## src/rtl/demux.sv

```systemverilog
// demux: registered 1-to-2 demultiplexer with a 2-entry FIFO per output channel
// Ports: clock/nreset (async active-low); datai/sel/validi/readyi input handshake;
// data1/valid1/ready1 and data2/valid2/ready2 per-channel output handshakes;
// count1/count2 wrapping counts of words delivered on each channel.
module demux #(
  parameter int WIDTH     = 32,
  parameter int CNT_WIDTH = 16
) (
  input  logic                 clock,
  input  logic                 nreset,
  input  logic [WIDTH-1:0]     datai,
  input  logic                 sel,
  input  logic                 validi,
  output logic                 readyi,
  output logic [WIDTH-1:0]     data1,
  output logic                 valid1,
  input  logic                 ready1,
  output logic [WIDTH-1:0]     data2,
  output logic                 valid2,
  input  logic                 ready2,
  output logic [CNT_WIDTH-1:0] count1,
  output logic [CNT_WIDTH-1:0] count2
);
  logic [WIDTH-1:0]     mem_q [2][2];
  logic [WIDTH-1:0]     mem_d [2][2];
  logic [1:0]           occ_q [2];
  logic [1:0]           occ_d [2];
  logic [CNT_WIDTH-1:0] cnt_q [2];
  logic [CNT_WIDTH-1:0] cnt_d [2];
  logic [1:0]           rp_q, rp_d, wp_q, wp_d;
  logic [1:0]           push, pop, rdy;
  assign rdy    = {ready2, ready1};
  // Only sel and registered occupancy: no combinational path from ready1/ready2.
  assign readyi = (sel ? occ_q[1] : occ_q[0]) != 2'd2;
  always_comb begin
    mem_d = mem_q;
    occ_d = occ_q;
    cnt_d = cnt_q;
    rp_d  = rp_q;
    wp_d  = wp_q;
    push  = '0;
    pop   = '0;
    for (int c = 0; c < 2; c++) begin
      push[c] = validi && readyi && (c == 0 ? !sel : sel);
      pop[c]  = (occ_q[c] != 2'd0) && rdy[c];
      if (push[c]) mem_d[c][wp_q[c]] = datai;
      wp_d[c]  = wp_q[c] ^ push[c];
      rp_d[c]  = rp_q[c] ^ pop[c];
      occ_d[c] = occ_q[c] + {1'b0, push[c]} - {1'b0, pop[c]};
      cnt_d[c] = cnt_q[c] + {{(CNT_WIDTH-1){1'b0}}, pop[c]};
    end
  end
  always_ff @(posedge clock or negedge nreset) begin
    if (!nreset) begin
      mem_q <= '{default: '0};
      occ_q <= '{default: '0};
      cnt_q <= '{default: '0};
      rp_q  <= '0;
      wp_q  <= '0;
    end else begin
      mem_q <= mem_d;
      occ_q <= occ_d;
      cnt_q <= cnt_d;
      rp_q  <= rp_d;
      wp_q  <= wp_d;
    end
  end
  assign data1  = mem_q[0][rp_q[0]];
  assign data2  = mem_q[1][rp_q[1]];
  assign valid1 = occ_q[0] != 2'd0;
  assign valid2 = occ_q[1] != 2'd0;
  assign count1 = cnt_q[0];
  assign count2 = cnt_q[1];
endmodule

```

## config.mk

```make
export PLATFORM = sky130hd
export DESIGN_NAME = demux
export DESIGN_NICKNAME = d
export VERILOG_FILES = /design/src/rtl/demux.sv
export SDC_FILE = /design/constraint.sdc
export NUM_CORES = 1
export LEC_CHECK = 0
export CELL_PAD_IN_SITES_DETAIL_PLACEMENT = 0
export CELL_PAD_IN_SITES_GLOBAL_PLACEMENT = 2
export CORE_UTILIZATION = 33
export CTS_CLUSTER_DIAMETER = 40
export DETAILED_ROUTE_END_ITERATION = 16
export PLACE_DENSITY = 0.86
export SYNTH_ARGS = -nofsm -noshare
export SYNTH_HDL_FRONTEND = slang
export SYNTH_SLANG_ARGS = --single-unit
```

## constraint.sdc

```tcl
create_clock -name clock -period 2 [get_ports clock]
set_clock_uncertainty 0.15 [all_clocks]
set_input_delay 0.4 -clock clock [delete_from_list [all_inputs] [get_ports clock]]
set_output_delay 0.4 -clock clock [all_outputs]
set_load 0.1 [all_outputs]
```

### Yosys cells after proc, flatten, opt, wreduce, memory -nomap -nowiden

Cells that the tools add are included.

* add/sub/neg operators: 6
* multiply operators: 0
* div/mod/pow operators: 0
* magnitude comparators: 6
* equal/unequal tests: 1
* shift-type cells: 0
* multiplexer cells: 13
* bitwise gates (word level): 8
* reduce and logical (&&, ||, !) cells: 10

Operator list (number)
* $mux 32: 8
* $bwmux 64: 2
* $demux 32 s1: 2
* $add 16x1->16: 2
* $ge 2x2->1 const B: 4
* $not 1->2: 4
* $logic_and 1x1->1: 7
* $add 2x1->2: 2
* $lt 2x1->1 const B: 2
* $reduce_bool 2->1: 2
* $sub 2x1->2: 2
* $xor 1x1->1: 4
* $mux 2: 1
* $ne 2x2->1 const B: 1
* $logic_not 1->1: 1

* register bits after elaboration: 168
* latch bits: 0
* RAM bits: 0
* memory bits (read-only): 0
* bits of input ports: 38
* output and inout port bits: 99
* word-level logic and storage cells: 54
* memories: 0

### Depth between registers and ports, before layout

* depth in word-level cells: 6
* gate-level depth with buffers: 8
* gate-level depth less buffers: 8

### Worst setup path after synthesis

No wires, ideal clock.

* kind: register -> output
* from: register occ_q[1] (netlist name)
* to: output port readyi
* arrival: 2.076 ns
* required time: 1.450 ns
* path slack: -0.626 ns
* stages on the path, launching flop included: 3
* buffers on the path: 0
* cell sequence: dfrtp_1 -> nor2b_1 -> mux2i_1

* word-level cells in the longest chain between the ends: 2

RTL lines
* from (decl): line 26 `logic [1:0] occ_q [2];`
* from (signal assigned): line 56 `occ_q <= '{default: '0};`
* from (signal assigned): line 62 `occ_q <= occ_d;`
* $mux 2: line 34 `assign readyi = (sel ? occ_q[1] : occ_q[0]) != 2'd2;`
* $ne 2x2->1: line 34
* to (decl): line 14 `output logic readyi,`

No other way between the ends.

### Worst setup path after layout

* from: register rp_q[1]
* to: output port data2[31]

* word-level cells in the longest chain between the ends: 4

RTL lines
* from (decl): line 30 `logic [1:0] rp_q, rp_d, wp_q, wp_d;`
* from (signal assigned): line 64 `rp_q <= rp_d;`
* $not 1->2 (not written as such): line 69 `assign data2 = mem_q[1][rp_q[1]];`
* $mux 32 (not written as such) (3 in series): line 69
* to (decl): line 18 `output logic [WIDTH-1:0] data2,`

No other way between the ends. The select of a mux whose other input is x is not followed.

==> summary.txt <==
Status: finished with violations
Failing checks: setup timing
Critical path startpoint category: flip-flop
Chip width: 151 um
Worst skew pair latency: 420 ps
CTS clock-pin slew for the worst setup and hold paths: 70 ps
Critical path capture point type: output pin
DRC Markers: 0
Routed Antenna Nets: 0
CTS tree: done
Vias in the first global route: 5039
Num Clock Sinks: 168
Final Hold Fails: 0
Max Cap Viol: 0
Unrepaired setup endpoints after global routing: yes
Detailed Route Iter0 Violations: 93
Final setup margin: -144 ps
R2r setup slk: 130 ps
Final worst path period share: 107%
Worst Path Max Fanout: 23
Clock Path Buffers: 2
Yosys warnings: 0
Cell row count: 54
Seq/Total Area, Yosys: 57.5%
Setup-failing EPs final: 64
WL/cell: 17.4 um
Share of cells above drive strength 1: 57.6%
Area growth syn-to-layout: 51.7%
Min Clock Period, post-route: 2140 ps
Filler Cells Inserted: 1836
Die Area: 0.0228 sq mm
Gr ovfl total: 0
Total Nets Final: 709
Slowest CP cell: dfrtp_2
Maximum clock rate: 466 MHz
Placer Congestion: 0.748
Slew Viols, Final: 0
Dpl cell area: 0.0103 sq mm
Cell variety after synth: 34
DR pass1 iterations: 4
Critical Path AT: 1590 ps
CTS HTree Levels: 4
Synthesized Nets: 546
ANT cells: 0
Cell count after synthesis: 499
FF+latch count, synth: 168
Design Area, Final: 0.0111 sq mm
GRT Total Usage: 15.8%
Total CTS buffers: 17
Worst Max-Slew Pin Slew: 397 ps
Clk root buf: clkbuf_16
Initial Util: 33.6%
Cell family with most CP delay: flip-flops
Most frequent cells in the layout: 149 x mux2_2, 146 x dfrtp_1, 108 x buf_12
Buf/Inv on CP: 2
Slew headroom: 73.5%
DIE HEIGHT: 151 um
Crit path required time: 1450 ps
Wirelength, routed: 16700 um
CP peak stage delay: 400 ps
Vias: 4480
Largest net degree at the start of global routing: 48
Core Area: 0.0218 sq mm
Port Buffer Count: 136
Final HPWL DP: 11800 um
Most common cell after layout, fill and taps aside: mux2_2
Syn avg cell area: 14.7 sq um
Top cell by count, worst path: buf_12
Synthesized cell area: 0.00731 sq mm
First-pass GRT wire length: 27200 um
Worst path cell trace: buf_12 > mux2_2 > buf_12
IO Pins: 137
Hold WC Path Type: in2async
Critical path class: reg2out
Antenna violations before repair: 0
DR vias/cell: 4.69
[cell families after synthesis]
group,share of synthesized area (%)
muxes,29.7
buffers and inverters,1.95
AOI/OAI and AO/OA,0.410
and+or+nand+nor,4.62
adders and majority gates,1.54
DFF,57.5
xor gates and xnor gates,4.31
[cell type report]
cell class,instances,area [sq um],share of cell area (%)
sequential,168,4230,38.1
multi-input combinational,299,3140,28.3
timing repair buffer,168,2710,24.4
clock buffer,19,453,4.08
tap,280,350,3.16
clock inverter,13,180,1.62
inverter,8,30.0,0.271
[cells in the mapped netlist, drive strengths merged]
| cell | instances | share of area [%] |
|---|---|---|
| a21oi | 1 | 0.068 |
| and2 | 1 | 0.10 |
| and2b | 1 | 0.10 |
| and3 | 3 | 0.27 |
| and4 | 5 | 0.62 |
| and4b | 1 | 0.14 |
| buf | 18 | 1.2 |
| clkbuf | 6 | 0.31 |
| dfrtp | 168 | 57 |
| ha | 9 | 1.5 |
| inv | 8 | 0.41 |
| mux2 | 192 | 30 |
| mux2i | 1 | 0.14 |
| nand2 | 14 | 0.75 |
| nand2b | 1 | 0.086 |
| nand3 | 8 | 0.55 |
| nand4 | 6 | 0.72 |
| nor2 | 10 | 0.58 |
| nor2b | 2 | 0.17 |
| nor3 | 2 | 0.21 |
| o211ai | 2 | 0.27 |
| o21ai | 1 | 0.068 |
| or2 | 2 | 0.17 |
| or3 | 1 | 0.15 |
| xnor2 | 25 | 3.0 |
| xor2 | 11 | 1.3 |
[registers in the layout (all words and copies together), names as in the netlist]
signal and flops:
rp_q 2, occ_q 4, count2 16, count1 16, mem_q 128, wp_q 2
[routing by layer]
layer / vias up / track usage [%] / share of wire [%]
li1: 2071 / - / -
met1: 2309 / 20.6 / 44
met2: 86 / 26.2 / 51
met3: 14 / 3.19 / 3.6
met4: 0 / 4.95 / 1.2
met5: - / 0 / 0
[per-stage QoR]
step / utilization [%] / setup WS (ps) / setup TNS [ps] / cells / hold WS [ps]
finish: 51.0 / -144 / -6940 / 955 / 308
global route: 51.0 / -196 / -10250 / 955 / 339
CTS: 50.9 / -180 / -9040 / 955 / 307
detailed placement: 47.3 / -404 / -49400 / 922 / 187
global placement: 47.3 / -361 / -43770 / 922 / 185
floorplan: - / -119 / -119 / 499 / -45.6
[path summary, 6_finish.rpt]
path	from	to	depth (start not counted)
max in group asynchronous	nreset	mem_q[99]	3
hold / removal	nreset	mem_q[78]	2
setup reg to reg	occ_q[2]	count1[9]	8
setup / recovery	rp_q[1]	data2[31]	3
min in group clock	mem_q[13]	mem_q[13]	1
hold reg to reg	mem_q[13]	mem_q[13]	1
[timing repair]
action	CTS	global route
hold buffers	1	0
endpoints found under the setup margin	65	115
hold endpoints to repair	30	0
resized for setup	38	4
setup buffers	0	0
Power is left out: the tool's default activity adds up to more than one toggle a clock period on the data nets, which glitch-free logic cannot reach.
